File: src/rtl/discrete_pkg.sv
// Shared types and helpers for the discrete-audio RC/555 models.
package discrete_pkg;

  typedef enum logic [1:0] {
    IDLE,
    CHARGE,
    DISCHARGE
  } vco_state_e;

  localparam int GATE_FREE  = 0;
  localparam int GATE_GATED = 1;
  localparam int GATE_BURST = 2;

  // Per-sample RC coefficient in Q16: 2^51 / (fs * R * C*2^35), clamped to 1..65535.
  function automatic logic [15:0] rc_coef(input longint unsigned sample_rate,
                                          input longint unsigned r_ohm,
                                          input longint unsigned c_35);
    longint unsigned den;
    longint unsigned q;
    den = sample_rate * r_ohm * c_35;
    if (den == 0) return 16'hFFFF;
    q = (64'd1 << 51) / den;
    if (q < 64'd1) return 16'd1;
    if (q > 64'd65535) return 16'hFFFF;
    return q[15:0];
  endfunction

endpackage

File: src/rtl/rc_exp_step.sv
// One sample of exponential RC approach toward a target, saturated to the signed range.
module rc_exp_step #(
  parameter int DATA_WIDTH   = 16,
  parameter bit TOWARD_LOWER = 1'b0
) (
  input  logic signed [DATA_WIDTH-1:0] cur,
  input  logic signed [DATA_WIDTH-1:0] target,
  input  logic        [15:0]           k,
  output logic signed [DATA_WIDTH-1:0] nxt
);

  localparam int W = 2 * DATA_WIDTH + 2;
  localparam logic signed [W-1:0] MAX_V = {{(W-DATA_WIDTH+1){1'b0}}, {(DATA_WIDTH-1){1'b1}}};
  localparam logic signed [W-1:0] MIN_V = {{(W-DATA_WIDTH+1){1'b1}}, {(DATA_WIDTH-1){1'b0}}};

  logic signed [W-1:0] cur_x;
  logic signed [W-1:0] tgt_x;
  logic signed [W-1:0] k_x;
  logic signed [W-1:0] diff;
  logic signed [W-1:0] prod;
  logic signed [W-1:0] step;
  logic signed [W-1:0] sum;

  // Discharge subtracts a floored step so the decay is cap - (cap*K)>>>16.
  always_comb begin
    cur_x = W'(cur);
    tgt_x = W'(target);
    k_x   = $signed({{(W-16){1'b0}}, k});
    diff  = TOWARD_LOWER ? (cur_x - tgt_x) : (tgt_x - cur_x);
    prod  = diff * k_x;
    step  = prod >>> 16;
    sum   = TOWARD_LOWER ? (cur_x - step) : (cur_x + step);
    if (sum > MAX_V)      nxt = MAX_V[DATA_WIDTH-1:0];
    else if (sum < MIN_V) nxt = MIN_V[DATA_WIDTH-1:0];
    else                  nxt = sum[DATA_WIDTH-1:0];
  end

endmodule

File: src/rtl/gated_555_vco_voice.sv
// Astable 555 VCO at the audio sample rate with free-run, gated and burst modes.
module gated_555_vco_voice
  import discrete_pkg::*;
#(
  parameter int DATA_WIDTH   = 16,
  parameter int SAMPLE_RATE  = 48000,
  parameter int R1           = 47000,
  parameter int R2           = 27000,
  parameter int C_35_SHIFTED = 1134,
  parameter int V_CC         = 6826,
  parameter int V_HIGH       = 6826,
  parameter int GATE_MODE    = 0,
  parameter int BURST_CYCLES = 4
) (
  input  logic                         clk,
  input  logic                         reset,
  input  logic                         audio_clk_en,
  input  logic                         gate,
  input  logic signed [DATA_WIDTH-1:0] v_control,
  output logic signed [DATA_WIDTH-1:0] out,
  output logic signed [DATA_WIDTH-1:0] cap_v,
  output logic                         cycle_done,
  output logic                         active
);

  localparam logic [15:0] K_CH  = rc_coef(SAMPLE_RATE, R1 + R2, C_35_SHIFTED);
  localparam logic [15:0] K_DIS = rc_coef(SAMPLE_RATE, R2, C_35_SHIFTED);
  localparam logic signed [DATA_WIDTH-1:0] VCC_S   = DATA_WIDTH'(V_CC);
  localparam logic signed [DATA_WIDTH-1:0] VHIGH_S = DATA_WIDTH'(V_HIGH);
  localparam logic signed [DATA_WIDTH-1:0] THR_MIN = DATA_WIDTH'(64);
  localparam logic signed [DATA_WIDTH-1:0] ZERO_S  = '0;
  localparam logic [7:0] BURST8   = 8'(BURST_CYCLES);
  localparam bit         IS_GATED = (GATE_MODE == GATE_GATED);
  localparam bit         IS_BURST = (GATE_MODE == GATE_BURST);

  vco_state_e state_q, state_d;
  logic signed [DATA_WIDTH-1:0] cap_q, cap_d;
  logic [7:0] cnt_q, cnt_d;
  logic done_q, done_d;
  logic evt_q, evt_d;
  logic gate_prev_q;

  logic signed [DATA_WIDTH-1:0] upper, lower, ch_next, dis_next;
  logic pending;
  logic start;

  rc_exp_step #(.DATA_WIDTH(DATA_WIDTH), .TOWARD_LOWER(1'b0)) u_charge (
    .cur(cap_q), .target(VCC_S), .k(K_CH), .nxt(ch_next)
  );

  rc_exp_step #(.DATA_WIDTH(DATA_WIDTH), .TOWARD_LOWER(1'b1)) u_discharge (
    .cur(cap_q), .target(ZERO_S), .k(K_DIS), .nxt(dis_next)
  );

  always_comb begin
    upper = v_control;
    if (v_control < THR_MIN)    upper = THR_MIN;
    else if (v_control > VCC_S) upper = VCC_S;
    lower = upper >>> 1;
  end

  // A gate edge seen on a non-strobe clk is held until the next strobe consumes it.
  always_comb begin
    pending = evt_q | (gate & ~gate_prev_q);
    if (IS_BURST)      start = pending;
    else if (IS_GATED) start = gate;
    else               start = 1'b1;
  end

  always_comb begin
    state_d = state_q;
    cap_d   = cap_q;
    cnt_d   = cnt_q;
    done_d  = 1'b0;
    evt_d   = pending;
    if (audio_clk_en) begin
      evt_d = 1'b0;
      unique case (state_q)
        IDLE: begin
          cap_d = dis_next;
          if (start) begin
            cap_d   = cap_q;
            state_d = (cap_q >= upper) ? DISCHARGE : CHARGE;
            if (IS_BURST) cnt_d = BURST8;
          end
        end
        CHARGE: begin
          cap_d = ch_next;
          if (ch_next >= upper) state_d = DISCHARGE;
        end
        DISCHARGE: begin
          cap_d = dis_next;
          if (dis_next <= lower) begin
            done_d  = 1'b1;
            state_d = CHARGE;
            if (IS_BURST) begin
              if (cnt_q <= 8'd1) begin
                cnt_d   = '0;
                state_d = IDLE;
              end else begin
                cnt_d = cnt_q - 8'd1;
              end
            end
          end
        end
        default: state_d = IDLE;
      endcase
      // Retrigger wins over a same-strobe burst end; gate-off wins over everything.
      if (IS_BURST && state_q != IDLE && pending) begin
        cnt_d = BURST8;
        if (state_d == IDLE) state_d = CHARGE;
      end
      if (IS_GATED && !gate) state_d = IDLE;
    end
  end

  always_ff @(posedge clk) begin
    if (reset) begin
      state_q     <= IDLE;
      cap_q       <= '0;
      cnt_q       <= '0;
      done_q      <= 1'b0;
      evt_q       <= 1'b0;
      gate_prev_q <= 1'b0;
    end else begin
      state_q     <= state_d;
      cap_q       <= cap_d;
      cnt_q       <= cnt_d;
      done_q      <= done_d;
      evt_q       <= evt_d;
      gate_prev_q <= gate;
    end
  end

  assign out        = (state_q == CHARGE) ? VHIGH_S : '0;
  assign active     = (state_q != IDLE);
  assign cap_v      = cap_q;
  assign cycle_done = done_q;

endmodule

File: config.mk
export PLATFORM = sky130hd
export DESIGN_NAME = gated_555_vco_voice
export DESIGN_NICKNAME = d
export VERILOG_FILES = /design/src/rtl/discrete_pkg.sv /design/src/rtl/rc_exp_step.sv /design/src/rtl/gated_555_vco_voice.sv
export SDC_FILE = /design/constraint.sdc
export NUM_CORES = 1
export LEC_CHECK = 0
export ABC_AREA = 1
export CAP_MARGIN = 0
export CELL_PAD_IN_SITES_DETAIL_PLACEMENT = 1
export CELL_PAD_IN_SITES_GLOBAL_PLACEMENT = 1
export CORE_ASPECT_RATIO = 0.75
export CORE_MARGIN = 2
export CORE_UTILIZATION = 52
export DETAILED_ROUTE_END_ITERATION = 12
export GPL_TIMING_DRIVEN = 0
export PLACE_DENSITY = 0.92
export SYNTH_ARGS = -nofsm -noshare
export SYNTH_HDL_FRONTEND = slang
export SYNTH_SLANG_ARGS = --single-unit
File: constraint.sdc
create_clock -name clk -period 20.2 [get_ports clk]
set_input_delay 3.03 -clock clk [delete_from_list [all_inputs] [get_ports clk]]
set_output_delay 3.03 -clock clk [all_outputs]
set_load 0.05 [all_outputs]
Yosys cells after proc, flatten, opt, wreduce, memory -nomap -nowiden
Cells that the tools add are included.
{"block": "op_classes", "add_sub_neg": 3, "multipliers": 2, "magnitude_cmp": 9, "eq_ne": 4, "muxes": 13, "bitwise_logic": 2, "n_reduce_logical": 6}
{"operator": "two-way mux 16 bit", "n": 6}
{"operator": "> comparator 34 x 16 -> 1 bit (second input constant)", "n": 2}
{"operator": "< comparator 34 x 16 -> 1 bit (second input constant)", "n": 2}
{"operator": "greater-or-equal comparator 16 bit", "n": 2}
{"operator": "one-hot mux 16 bit (2 select lines)", "n": 1}
{"operator": "multiplier 17 x 11 -> 28 bit (second input constant)", "n": 1}
{"operator": "multiplier 16 x 10 -> 26 bit (second input constant)", "n": 1}
{"operator": "adder 16 x 18 -> 19 bit", "n": 1}
{"operator": "subtractor 14 x 16 -> 17 bit (first input constant)", "n": 1}
{"operator": "subtractor 16 x 12 -> 17 bit", "n": 1}
{"operator": "> comparator 16 x 14 -> 1 bit (second input constant)", "n": 1}
{"operator": "less-or-equal comparator 16 x 15 -> 1 bit", "n": 1}
{"operator": "< comparator 16 x 8 -> 1 bit (second input constant)", "n": 1}
{"operator": "two-way mux 13 bit", "n": 1}
{"operator": "two-way mux 2 bit", "n": 3}
{"operator": "one-hot mux 2 bit (3 select lines)", "n": 1}
{"operator": "!= test 2 bit (second input constant)", "n": 2}
{"operator": "nonzero test 2 bit", "n": 2}
{"operator": "AND reduction 3 bit", "n": 1}
{"operator": "OR reduction 3 bit", "n": 1}
{"operator": "equality test 2 x 1 -> 1 bit (second input constant)", "n": 1}
{"operator": "equality test 2 bit (second input constant)", "n": 1}
{"operator": "zero test 2 bit", "n": 1}
{"operator": "inverter 1 bit", "n": 2}
{"operator": "2 further kinds", "n": 2}
{"block": "totals", "ff_bits": 19, "inputBits": 20, "out_inout_bits": 34, "elab_cells": 42}

Depth between registers and ports, before layout
{"block": "logic_depth", "word_depth": 9, "ltp_mapped": 62, "depth_no_buf": 61}

Cells and area by module
Synthesis repeated with hierarchy kept, for this count alone.
{"block": "hier_totals", "cells_unflattened": 3853, "area_unflattened_um2": 28270.9}
{"module": "rc_exp_step (u_charge)", "n_inst": 1, "cells_per_inst": 1767, "area_per_inst_um2": 13010.0, "seq_area_each_um2": 0.0}
{"module": "rc_exp_step (u_discharge)", "n_inst": 1, "cells_per_inst": 1718, "area_per_inst_um2": 12789.8, "seq_area_each_um2": 0.0}
{"module": "gated_555_vco_voice", "n_inst": 1, "cells_per_inst": 368, "area_per_inst_um2": 2471.1, "seq_area_each_um2": 380.4}

Worst setup path before layout
Ideal clock, no wire load.
{"block": "synth_path", "kind": "register to register", "start": "reg cap_q[15] (netlist: cap_v[15])", "end": "reg state_q[0]", "setup_ns": 0.113, "arrival_time_ns": 9.269, "required_ns": 20.087, "slack_ns": 10.818, "path_stages_with_launch": 52, "path_buffers": 3, "period_less_slack_ns": 9.382, "path_cell_list": "dfxtp_1 buf_4 inv_1 ha_1 nand2_1 inv_1 a22oi_1 nand3_1 nand2_2 inv_1 ha_1 xnor2_1 fa_1 fa_1 inv_1 fa_1 inv_1 ha_1 [16 not listed] nand3_2 nand2_4 inv_2 o21ai_2 buf_6 buf_6 nand2_1 ha_1 nand2_1 o21a_1 o21ai_0 nand2_1 a21oi_1 nor2_1 nor2_1 nand2_1 nor2_1 nor2_1"}
{"block": "synth_via", "elab_chain_cells": 9, "word_cells_on_any_way": 21, "classes_between": "add/sub (3); mul (2); order compare (7); eq/ne (2); mux (6); reduce/logical (1)"}
{"item": "start: declaration", "line_no": "gated_555_vco_voice.sv:37", "text": "logic signed [DATA_WIDTH-1:0] cap_q, cap_d;"}
{"item": "start signal: assignment", "line_no": "gated_555_vco_voice.sv:127", "text": "cap_q <= cap_d;"}
{"item": "subtractor 14 x 16 -> 17 bit", "line_no": "rc_exp_step.sv:29", "text": "diff = TOWARD_LOWER ? (cur_x - tgt_x) : (tgt_x - cur_x);"}
{"item": "multiplier 17 x 11 -> 28 bit", "line_no": "rc_exp_step.sv:30", "text": "prod = diff * k_x;"}
{"item": "adder 16 x 18 -> 19 bit", "line_no": "rc_exp_step.sv:32", "text": "sum = TOWARD_LOWER ? (cur_x - step) : (cur_x + step);"}
{"item": "< comparator 34 x 16 -> 1 bit", "line_no": "rc_exp_step.sv:34", "text": "else if (sum < MIN_V) nxt = MIN_V[DATA_WIDTH-1:0];"}
{"item": "two-way mux 16 bit", "line_no": "rc_exp_step.sv:34"}
{"item": "two-way mux 16 bit", "line_no": "rc_exp_step.sv:33", "text": "if (sum > MAX_V) nxt = MAX_V[DATA_WIDTH-1:0];"}
{"item": "greater-or-equal comparator 16 bit", "line_no": "gated_555_vco_voice.sv:89", "text": "if (ch_next >= upper) state_d = DISCHARGE;"}
{"item": "!= test 2 bit (no source line)"}
{"item": "AND reduction 3 bit (no source line)"}
{"item": "end signal: assignment", "line_no": "gated_555_vco_voice.sv:126", "text": "state_q <= state_d;"}
{"item": "end: declaration", "line_no": "gated_555_vco_voice.sv:36", "text": "vco_state_e state_q, state_d;"}
Several ways; a longest one is shown, not always the timed one.
A chain may end at the register's enable or synchronous reset.

Final worst setup path
{"block": "layout_path", "start": "reg cap_q[10] (netlist: cap_v[10])", "end": "reg state_q[0]"}
Same word-level chain as after synthesis.

==> results.tsv <==
stage	metric	value	unit
timing	fin_tns_setup	0	ps
cells_and_area	n_antenna_cell	0	
timing	clock.fmax	0.0904	GHz
placement	placed_area	13200	µm²
critical_path	cp-start-kind	register	
routing	antenna_left	0	
cts	root_buffer	clkbuf_16	
cells_and_area	syn_to_final_growth	7.69	%
cts	cts-buffers-inserted	3	
synthesis	synth.most_common_cell	inv_1	
grt	gr-total-overflow	0	
timing	hold_viol_final	0	
routing	routed_wl	41400	µm
cts	clkSinkCount	19	
cts	cts.path.max_buffers	2	
floorplan	core-area	23100	µm²
synthesis	synth-seq-cells	19	
timing	setup_slack	9140	ps
critical_path	crit_family	adder cells	
grt	antenna_found_initial	0	
cts	post_cts_resized	0	
floorplan	std_cell_rows	48	
critical_path	critPathMaxStageDelay	1200	ps
timing	min_period_over_period	54.8	%
grt	top_usage_layer	met2	
floorplan	die_w	182	µm
cts	clk_pin_slew	60	ps
cells_and_area	drive_gt1_share	5.02	%
timing	relSlewSlack	12.7	%
grt	track_usage	34.2	%
grt	grt_max_degree	26	
routing	route.vias.total	11600	
synthesis	synth_area	12300	µm²
cts	clock_latency	260	ps
floorplan	dieArea	24900	µm²
synthesis	ys.flop_type	dfxtp_1	
synthesis	yosys_warnings	0	
critical_path	required	20350	ps
routing	wl_per_cell	20.4	µm
timing	drv_slew	0	
routing	route.detailed.drc	0	
placement	numPortBuffers	42	
synthesis	netlist.area_leader.share	25.0	%
critical_path	path_buf_inv	9	
placement	finalWeightedCongestion	0.906	
floorplan	die_y	137	µm
run	drv_cap	0	
critical_path	crit_path_top_delay_cell	dfxtp_1	
floorplan	io_pins	54	
cts	tritoncts	built	
critical_path	cp-end-kind	register	
grt	met1_usage	43.2	%
critical_path	path_max_fanout	17	
synthesis	synthArstFlopShare	0	%
timing	rsz0062_at_grt	false	
synthesis	ys_seq_area_share	3.09	%
grt	grt_pass1_wl	66600	µm
status	outcome	complete, no violations	
synthesis	yosys.cell_types.count	55	
placement	place_ws	9340	ps
synthesis	synth.area.top_cells	ha_1, fa_1, inv_1	
cts	htree_num_levels	1	
cells_and_area	finalNetCount	2130	
placement	dp_hpwl	35200	µm
routing	viasPerCell	5.72	
routing	initialDrtViolationCount	759	
timing	min_period	11060	ps
synthesis	synth.avg_cell_area	7.37	µm²
worst_hold_path	hold_path_class	reg2reg	
critical_path	cp.arrival	11220	ps
cts	post_cts_buffers	0	
timing	setup_viol	0	
routing	dr.pass1.iters	5	
grt	grt_pass1_vias	12700	
critical_path	criticalPathCategory	reg2reg	
timing	worst_slew_pin_slew	1310	ps
synthesis	synth-edff-count	0	
grt	gr-usage-met2	58.9	%
cts	ctsHoldBuffers	0	
grt	met3_usage	6.26	%
timing	clock_skew	0.991	ps
synthesis	synth_top_area_cell	ha_1	
floorplan	initial_utilization	53.2	%
critical_path	critical_path.most_common_cell	nand2_1	
synthesis	synthCells	1670	
synthesis	synth_top_cells_by_count	inv_1, nand2_1, ha_1	
cells_and_area	fillCellCount	2991	
cells_and_area	fin_area	13300	µm²
[stage by stage]
step	utilization, %	hold slack (ps)	cells
final	57.3	654	2034
after global routing	57.3	689	2034
after CTS	57.3	645	2034
after detailed placement	57.0	635	2030
after global placement	57.0	609	2030
after floorplan	-	576	1688
[per-layer routing]
| layer | up-vias | share of wire, % |
|---|---|---|
| li1 | 5362 | - |
| met1 | 5687 | 42 |
| met2 | 436 | 46 |
| met3 | 140 | 7.5 |
| met4 | 0 | 4.0 |
| met5 | - | 0 |
[worst min-delay path: stages (launching register included)]
cell and delay [ps]:
dfxtp_1 340, nand2_1 80, nand2_1 50, nor2_1 90, nor2_1 50
[flip-flops by register name, summed over array words and instances, names as in the netlist]
signal / count
cycle_done: 1
cap_v: 16
state_q: 2
[area by class of cell]
type	count	area, µm²	share of cell area, %
Timing Repair Buffer	42	420	3.17
Multi-Input combinational cell	1278	10400	78.6
Sequential cell	19	382	2.88
Clock buffer	3	75.1	0.566
Clock inverter	1	7.51	0.0566
Tap cell	300	375	2.83
Inverter	357	1340	10.1
Buffer	34	243	1.83
[cells in the final DEF (no fill, tap or decap), drive strengths merged, types with 13 or more instances in the layout]
cell type,Yosys,routed
o21bai,14,14
clkdlybuf4s50,0,42
fa,129,129
a21oi,113,113
inv,357,357
buf,28,28
nand3,100,100
ha,246,246
conb,2,20
xor2,74,74
xnor2,22,22
o21ai,51,51
dfxtp,19,19
nand2,342,342
nor2,81,81
nand4,13,13
[worst paths after layout]
kind,cells past startpoint,endpoint,startpoint,slack (ps)
max,52,state_q[0],cap_v[10],9140
min,4,state_q[1],state_q[0],650
max reg2reg,52,state_q[0],cap_v[10],9140
min reg2reg,4,state_q[1],state_q[0],650
[kinds of logic after synthesis]
logic type | synth area share (%)
AOI/OAI and AO/OA | 10.4
xor gates and xnor gates | 7.44
buffers and inverters | 12.9
muxes | 0.0813
other | 0.0610
DFF | 3.09
and+or+nand+nor | 20.1
adders and majority gates | 46.0
Power is not shown: default switching activity piles up to over one toggle a cycle in this logic, so the estimate is an artifact.
